$ cat src/rtl/instr_fetch_unit_if.sv
// Fetch-side bus: instruction memory read port plus the IR handshake to the decoder.
// The fetch unit drives the address and IR; memory and decoder return data and J_EN.
interface instr_fetch_unit_if #(
    parameter int ADDR_W = 4
);
    logic [ADDR_W-1:0] imem_addr;
    logic [9:0]        imem_rdata;
    logic [9:0]        IR;
    logic              IRload;
    logic              J_EN;

    modport master (
        output imem_addr,
        output IR,
        output IRload,
        input  imem_rdata,
        input  J_EN
    );

    modport slave (
        input  imem_addr,
        input  IR,
        input  IRload,
        output imem_rdata,
        output J_EN
    );
endinterface

$ cat src/rtl/instr_fetch_unit.sv
// Instruction fetch/sequencer: four-cycle FETCH/LOAD/DECODE/EXEC loop feeding the
// decoder's IR bus, with jump redirect, HALT detection and a saturating retire count.
module instr_fetch_unit #(
    parameter int ADDR_W     = 4,
    parameter int START_ADDR = 0,
    parameter int CNT_W      = 8
) (
    input  logic                 clk,
    input  logic                 rst_n,
    input  logic                 start,
    instr_fetch_unit_if.master   bus,
    output logic [ADDR_W-1:0]    pc,
    output logic                 halted,
    output logic                 busy,
    output logic [CNT_W-1:0]     retired
);

    localparam logic [ADDR_W-1:0] START_PC = ADDR_W'(START_ADDR);
    localparam logic [3:0]        OP_HALT  = 4'b0000;

    typedef enum logic [2:0] {
        S_IDLE,
        S_FETCH,
        S_LOAD,
        S_DECODE,
        S_EXEC,
        S_HALTED
    } state_t;

    state_t state;

    // NOTE: all state and outputs are registered with non-blocking assignments so every
    // branch below sees the values from before this edge, and nothing combinational leaks out.
    always_ff @(posedge clk or negedge rst_n) begin
        if (!rst_n) begin
            state         <= S_IDLE;
            pc            <= START_PC;
            bus.imem_addr <= START_PC;
            bus.IR        <= '0;
            bus.IRload    <= 1'b0;
            halted        <= 1'b0;
            busy          <= 1'b0;
            retired       <= '0;
        end else begin
            bus.IRload <= 1'b0;
            case (state)
                S_IDLE: begin
                    if (start) begin
                        pc    <= START_PC;
                        busy  <= 1'b1;
                        state <= S_FETCH;
                    end
                end
                S_FETCH: begin
                    bus.imem_addr <= pc;
                    state         <= S_LOAD;
                end
                S_LOAD: begin
                    bus.IR     <= bus.imem_rdata;
                    bus.IRload <= 1'b1;
                    state      <= S_DECODE;
                end
                S_DECODE: begin
                    state <= S_EXEC;
                end
                S_EXEC: begin
                    // HALT outranks a concurrent jump request from the decoder.
                    if (bus.IR[9:6] == OP_HALT) begin
                        halted <= 1'b1;
                        busy   <= 1'b0;
                        state  <= S_HALTED;
                    end else begin
                        if (bus.J_EN) begin
                            pc <= bus.IR[ADDR_W-1:0];
                        end else begin
                            pc <= pc + 1'b1;
                        end
                        if (retired != '1) begin
                            retired <= retired + 1'b1;
                        end
                        state <= S_FETCH;
                    end
                end
                S_HALTED: begin
                    if (start) begin
                        pc     <= pc + 1'b1;
                        halted <= 1'b0;
                        busy   <= 1'b1;
                        state  <= S_FETCH;
                    end
                end
                default: begin
                    halted <= 1'b0;
                    busy   <= 1'b0;
                    state  <= S_IDLE;
                end
            endcase
        end
    end

endmodule

$ cat src/flat_wrapper.sv
// flat-port wrapper written by rule: the top's interface ports become plain ports
module instr_fetch_unit_flat 
#(
    parameter int ADDR_W     = 4,
    parameter int START_ADDR = 0,
    parameter int CNT_W      = 8
)
  (clk, rst_n, start, pc, halted, busy, retired, bus_imem_addr, bus_IR, bus_IRload, bus_imem_rdata, bus_J_EN);
  instr_fetch_unit_if #(.ADDR_W(ADDR_W)) bus_i ();
  input  logic clk;
  input  logic rst_n;
  input  logic start;
  output logic [ADDR_W-1:0] pc;
  output logic halted;
  output logic busy;
  output logic [CNT_W-1:0] retired;
  output wire logic [$bits(bus_i.imem_addr)-1:0] bus_imem_addr;
  output wire logic [$bits(bus_i.IR)-1:0] bus_IR;
  output wire logic [$bits(bus_i.IRload)-1:0] bus_IRload;
  input wire logic [$bits(bus_i.imem_rdata)-1:0] bus_imem_rdata;
  input wire logic [$bits(bus_i.J_EN)-1:0] bus_J_EN;
  assign bus_imem_addr = bus_i.imem_addr;
  assign bus_IR = bus_i.IR;
  assign bus_IRload = bus_i.IRload;
  assign bus_i.imem_rdata = bus_imem_rdata;
  assign bus_i.J_EN = bus_J_EN;
  instr_fetch_unit #(.ADDR_W(ADDR_W), .START_ADDR(START_ADDR), .CNT_W(CNT_W)) u_core (.clk(clk), .rst_n(rst_n), .start(start), .bus(bus_i), .pc(pc), .halted(halted), .busy(busy), .retired(retired));
endmodule
$ cat config.mk
export PLATFORM = sky130hd
export DESIGN_NAME = instr_fetch_unit_flat
export DESIGN_NICKNAME = d
export VERILOG_FILES = /design/src/rtl/instr_fetch_unit_if.sv /design/src/rtl/instr_fetch_unit.sv /design/src/flat_wrapper.sv
export SDC_FILE = /design/constraint.sdc
export NUM_CORES = 1
export LEC_CHECK = 0
export CORE_ASPECT_RATIO = 1.75
export CORE_UTILIZATION = 47
export CTS_CLUSTER_DIAMETER = 50
export CTS_CLUSTER_SIZE = 12
export DETAILED_ROUTE_END_ITERATION = 8
export PLACE_DENSITY = 0.79
export REMOVE_ABC_BUFFERS = 1
export SLEW_MARGIN = 10
export SYNTH_ARGS = -nofsm -noshare
export SYNTH_HDL_FRONTEND = slang
export SYNTH_SLANG_ARGS = --single-unit
$ cat constraint.sdc
create_clock -name clk -period 2.2 [get_ports clk]
set_input_delay 0.44 -clock clk [delete_from_list [all_inputs] [get_ports clk]]
set_output_delay 0.44 -clock clk [all_outputs]
set_load 0.01 [all_outputs]
==> impl_results.md, run 1 <==
* Routed wire per std cell at 14.9 um
* Io pins at 43
* Die Width at 44.6 um
* Crit-path cells: ha_1, and3_1, a2111oi_4, mux2_1
* Final nets at 184
* Sequential-to-total area share from yosys stat at 53.7%
* Worst-Margin Slew at 0.551 ns
* Global-route wire length before repair at 5410 um
* Placeable Area at 2960 um^2
* Starting DRT DRC Count at 20
* Status: complete, no violations
* Max Buffers Root-to-Sink at 2
* Final Hold Vio Count at 0
* Leakage power at 0.853 nW
* Rel. slew slack at 63.2%
* Ys async rst share at 100%
* Worst EP arrival at 1.97 ns
* Routed Antenna Nets at 0
* Slowest stage delay, CP at 0.47 ns
* Smallest hold slack at 0.507 ns
* Gate count of the mapped netlist at 121
* Critical path's slowest cell: a2111oi_4
* Port Buffers at 42
* Row count at 26
* Vias in the first global route at 1146
* Post CTS Setup Buffer Count at 0
* Die ar. at 3410 um^2
* Total CTS buffers at 5
* Max H-tree Level at 2
* Top_reg_cell synth: dfrtp_1
* Worst Hold Class: flip-flop to flip-flop
* Antenna violations before repair at 0
* Largest net degree at the start of global routing at 33
* Worst-path maximum fanout at 6
* First drt pass iteration count at 4
* Final non-filler cell total at 211
* DR vias/cell at 5.28
* Die Y at 76.5 um
* Total gr overflow at 0
* Crit start category: flip-flop
* Total Routed Length at 3150 um
* Commonest cells after routing, fill and taps aside: clkdlybuf4s50_1, dfrtp_1, mux2_2
* Synth warnings at 0
* # diodes at 0
* Detail Placement HPWL at 2320 um
* Minimum clock period after layout at 1.81 ns
* Cell area power density at 1350 nW/um^2
* PostCTS Resize Cnt at 0
* Share of cells above drive strength 1 at 20.7%
* Number of max-cap violations at 0
* Initial core utilization at 50.4%
* Data required, critical path at 2.36 ns
* Clock latency on the worst-skew pair at 0.28 ns
* Most common cell after layout, fill and taps aside: clkdlybuf4s50_1
* Syn_area_per_cell at 12.3 um^2
* Finish-stage setup viols at 0
* Via Count at 1114
* CTS Hold Bufs at 0
* Setup tns final at 0 ns
* FF+latch count, synth at 32
* FMAX at 0.553 GHz
* Area grow syn2layout at 37.4%
* Max Slew Vio Count at 0
* Drt drc at 0
* Total track usage at 21.8%
* R2r setup slk at 0.39 ns
* CTS Root Cell: clkbuf_8
* VDD IR max at 994 uV
* Post-Syn Area at 1490 um^2
* CP Capture Type: flip-flop
* Worst clock skew at 0.00328 ns
* CP Buf/Inv Count at 0
* TritonCTS clock tree: done
* EDFF count, synth at 0
* Clock-pin slew on the worst setup and hold paths at 0.07 ns
* Gpl congestion at 0.816
* RSZ-0062 raised after global routing: false
* Worst Setup Path Type: flip-flop to flip-flop
* CP delay by family, top: compound AO/OA/AOI/OAI gates
* Synth cell types at 35
* Part of the cycle the worst path needs at 82.1%
* Sinks on Clock Net at 32
* Placed cells at 203
==> worst paths after layout <==
check | from | endpoint | cells past startpoint
worst min register to register | u_core.bus.imem_addr[0] | u_core.bus.imem_addr[0] | 1
max in group asynchronous | rst_n | u_core.bus.IR[4] | 2
worst max register to register | u_core.retired[0] | u_core.retired[1] | 4
min in group asynchronous | rst_n | u_core.retired[7] | 2
worst max-delay path | u_core.retired[0] | u_core.retired[1] | 4
worst min-delay path | u_core.bus.imem_addr[0] | u_core.bus.imem_addr[0] | 1
==> state kept, by name, summed over array words and instances (netlist names) <==
name and count:
u_core.bus.IR 10, u_core.bus.IRload 1, u_core.bus.imem_addr 4, u_core.busy 1
u_core.halted 1, u_core.pc 4, u_core.retired 8, u_core.state 3
==> Yosys cell counts, drive strengths merged (3+ instances only) <==
| cell type | count | area share [%] |
|---|---|---|
| and3 | 4 | 1.7 |
| mux2 | 17 | 13 |
| dfrtp | 32 | 54 |
| o21ai | 6 | 2.0 |
| nand2 | 6 | 1.5 |
| nor3b | 3 | 1.8 |
| nand2b | 3 | 1.4 |
| o31ai | 4 | 2.0 |
| nor2 | 6 | 1.5 |
| a21oi | 5 | 1.7 |
| buf | 3 | 1.4 |
| nand3 | 3 | 1.7 |
| xnor2 | 5 | 2.9 |
==> through the flow <==
stage | setup WS (ns) | utilization [%] | instance area (um^2) | power [W]
2_1_floorplan | 0.482 | - | 1460 | 0.00168
3_3_place_gp | 0.406 | 66.1 | 1960 | 0.00225
3_5_place_dp | 0.273 | 66.1 | 1960 | 0.00231
4_1_cts | 0.390 | 69.2 | 2050 | 0.00279
5_1_grt | 0.312 | 69.2 | 2050 | 0.00295
6_report | 0.393 | 69.2 | 2050 | 0.00276
==> area by class of cell <==
type | count | area [um^2]
repair buffers | 45 | 443
multi-input cells | 82 | 653
inverters | 2 | 7.51
clock inverters | 2 | 10.0
well taps | 42 | 52.6
flip-flops and latches | 32 | 801
fillers | 220 | 911
clock buffers | 6 | 82.6
==> per-layer routing <==
| metal | up-vias | wire [um] | GRT usage (%) | share of wire [%] |
|---|---|---|---|---|
| met4 | 0 | 61 | 9.70 | 1.9 |
| met3 | 7 | 139 | 6.87 | 4.4 |
| met1 | 541 | 1210 | 24.4 | 38 |
| met2 | 37 | 1740 | 36.3 | 55 |
| met5 | - | 0 | 0 | 0 |
| li1 | 529 | - | - | - |
==> cell families (layout without fill, tap and decap cells) <==
logic type,after synthesis,after routing,share of synthesized area (%)
AND/OR/NAND/NOR,34,34,13.9
flip-flops,32,32,53.7
AO/OA/AOI/OAI,21,21,10.5
multiplexers,19,19,14.2
buffers and inverters,7,55,2.52
XOR/XNOR,6,6,3.52
adder cells (fa/ha/maj),2,2,1.68
==> power breakdown <==
group          switching, W  internal (W)
Clock              0.000208      0.000249
Sequential         0.000284      0.000823
Combinational      0.000490      0.000706
Total              0.000982       0.00178
(Power assumes the default switching activity.)
==> run 2, diff against run 1 <==
--- a/config.mk
+++ b/config.mk
@@ -6,11 +6,11 @@
 export NUM_CORES = 1
 export LEC_CHECK = 0
 export CORE_ASPECT_RATIO = 1.75
-export CORE_UTILIZATION = 47
+export CORE_UTILIZATION = 42
 export CTS_CLUSTER_DIAMETER = 50
 export CTS_CLUSTER_SIZE = 12
 export DETAILED_ROUTE_END_ITERATION = 8
-export PLACE_DENSITY = 0.79
+export PLACE_DENSITY = 0.75
 export REMOVE_ABC_BUFFERS = 1
 export SLEW_MARGIN = 10
 export SYNTH_ARGS = -nofsm -noshare
==> constraint.sdc (replaced) <==
create_clock -name clk -period 1.5 [get_ports clk]
set_input_delay 0.3 -clock clk [delete_from_list [all_inputs] [get_ports clk]]
set_output_delay 0.3 -clock clk [all_outputs]
set_load 0.01 [all_outputs]
==> impl_results.md, run 2 (synthesis gave the netlist of run 1 again) <==
* Area grow syn2layout at 61.4%
* Crit start category: flip-flop
* Total CTS buffers at 5
* Placed cells at 228
* Total Routed Length at 3700 um
* Initial core utilization at 43.9%
* Smallest hold slack at 0.374 ns
* Final nets at 213
* Worst Setup Path Type: flip-flop to flip-flop
* Die Y at 80.8 um
* DR vias/cell at 5.19
* Finish-stage setup viols at 12
* Worst clock skew at 0.00728 ns
* Worst-path maximum fanout at 2
* Cell area power density at 1920 nW/um^2
* CTS Hold Bufs at 0
* Most common cell after layout, fill and taps aside: dfrtp_1
* Commonest cells after routing, fill and taps aside: dfrtp_1, buf_4, dlygate4sd2_1
* Gpl congestion at 0.736
* First drt pass iteration count at 4
* Number of max-cap violations at 0
* Detail Placement HPWL at 2680 um
* Row count at 28
* Max H-tree Level at 2
* Status: finished, violations left
* Max Slew Vio Count at 0
* Max Buffers Root-to-Sink at 2
* Placeable Area at 3400 um^2
* Clock latency on the worst-skew pair at 0.30 ns
* Sinks on Clock Net at 32
* Port Buffers at 42
* Data required, critical path at 1.68 ns
* Global-route wire length before repair at 6190 um
* Routed wire per std cell at 15.2 um
* Part of the cycle the worst path needs at 110%
* Io pins at 43
* Share of cells above drive strength 1 at 40.9%
* TritonCTS clock tree: done
* Biggest regs: u_core.bus.IR: 10 flops, u_core.retired: 8 flops
* Drt drc at 0
* Failing checks: setup timing
* FMAX at 0.607 GHz
* Worst-Margin Slew at 0.377 ns
* Die ar. at 3800 um^2
* Via Count at 1260
* Largest net degree at the start of global routing at 33
* VDD IR max at 1430 uV
* Antenna violations before repair at 0
* Routed Antenna Nets at 0
* RSZ-0062 raised after global routing: true
* Rel. slew slack at 74.8%
* Clock-pin slew on the worst setup and hold paths at 0.07 ns
* Worst EP arrival at 1.83 ns
* Total track usage at 23.1%
* Starting DRT DRC Count at 8
* Die Width at 47.0 um
* Final non-filler cell total at 243
* Leakage power at 1.20 nW
* Final setup margin at -0.148 ns
* Vias in the first global route at 1425
* Max reg flops at 10
* Final Hold Vio Count at 0
* Total gr overflow at 0
* Worst Hold Class: input port to async pin
* CTS Root Cell: clkbuf_8
* CP Capture Type: flip-flop
* Minimum clock period after layout at 1.65 ns
* # diodes at 0
* Biggest register: u_core.bus.IR
-- run 2: per-layer routing --
metal  GRT usage (%)  up-vias  wire, um
met1            22.8      631      1290
met5               0        -         0
li1                -      591         -
met4            11.1        0        70
met2            40.8       33      2190
met3            7.56        5       147
-- run 2: final timing paths --
kind                                   start           endpoint  slack, ns  depth (start not counted)
max in group asynchronous              rst_n    u_core.state[0]       0.95                          2
min reg2reg                 u_core.bus.IR[4]   u_core.bus.IR[4]       0.51                          1
max                        u_core.retired[1]  u_core.retired[1]      -0.15                          5
min                                    rst_n  u_core.retired[4]       0.37                          2
max reg2reg                u_core.retired[1]  u_core.retired[1]      -0.15                          5
min in group clk            u_core.bus.IR[4]   u_core.bus.IR[4]       0.51                          1
-- run 2: cell type report --
cell class	count	area [um^2]
clock buffer	5	68.8
clock inverter	3	42.5
fill	263	991
inverter	2	7.51
multi-input combinational	82	762
sequential	32	802
tap	45	56.3
timing repair buffer	74	668
-- run 2: through the flow --
stage	instance area [um^2]	TNS [ns]	setup WS, ns	util, %	power (W)
2_1_floorplan	1460	-2.90	-0.218	-	0.00247
3_3_place_gp	2140	-0.715	-0.150	62.9	0.00358
3_5_place_dp	2140	-1.40	-0.250	62.9	0.00368
4_1_cts	2330	-1.14	-0.158	68.5	0.00454
5_1_grt	2410	-1.72	-0.216	70.8	0.00494
6_report	2410	-0.981	-0.148	70.8	0.00463
-- run 2: worst max-delay path, stage by stage (launching register included) --
cell	delay, ns
dfrtp_1	0.39
ha_2	0.19
and3_4	0.16
a2111oi_4	0.32
buf_4	0.17
mux2_4	0.29
-- run 2: timing repair --
action,in CTS,in global routing
buffers inserted,6,1
gates resized for setup,38,25
endpoints found under the setup margin,35,35
pin swaps,14,11
gates cloned,0,0
-- run 2: power breakdown --
group / leakage (nW) / internal [W] / switching [W]
registers: 0.403 / 0.00121 / 0.000284
clock network: 0.0541 / 0.000491 / 0.000349
logic: 0.747 / 0.00126 / 0.00103
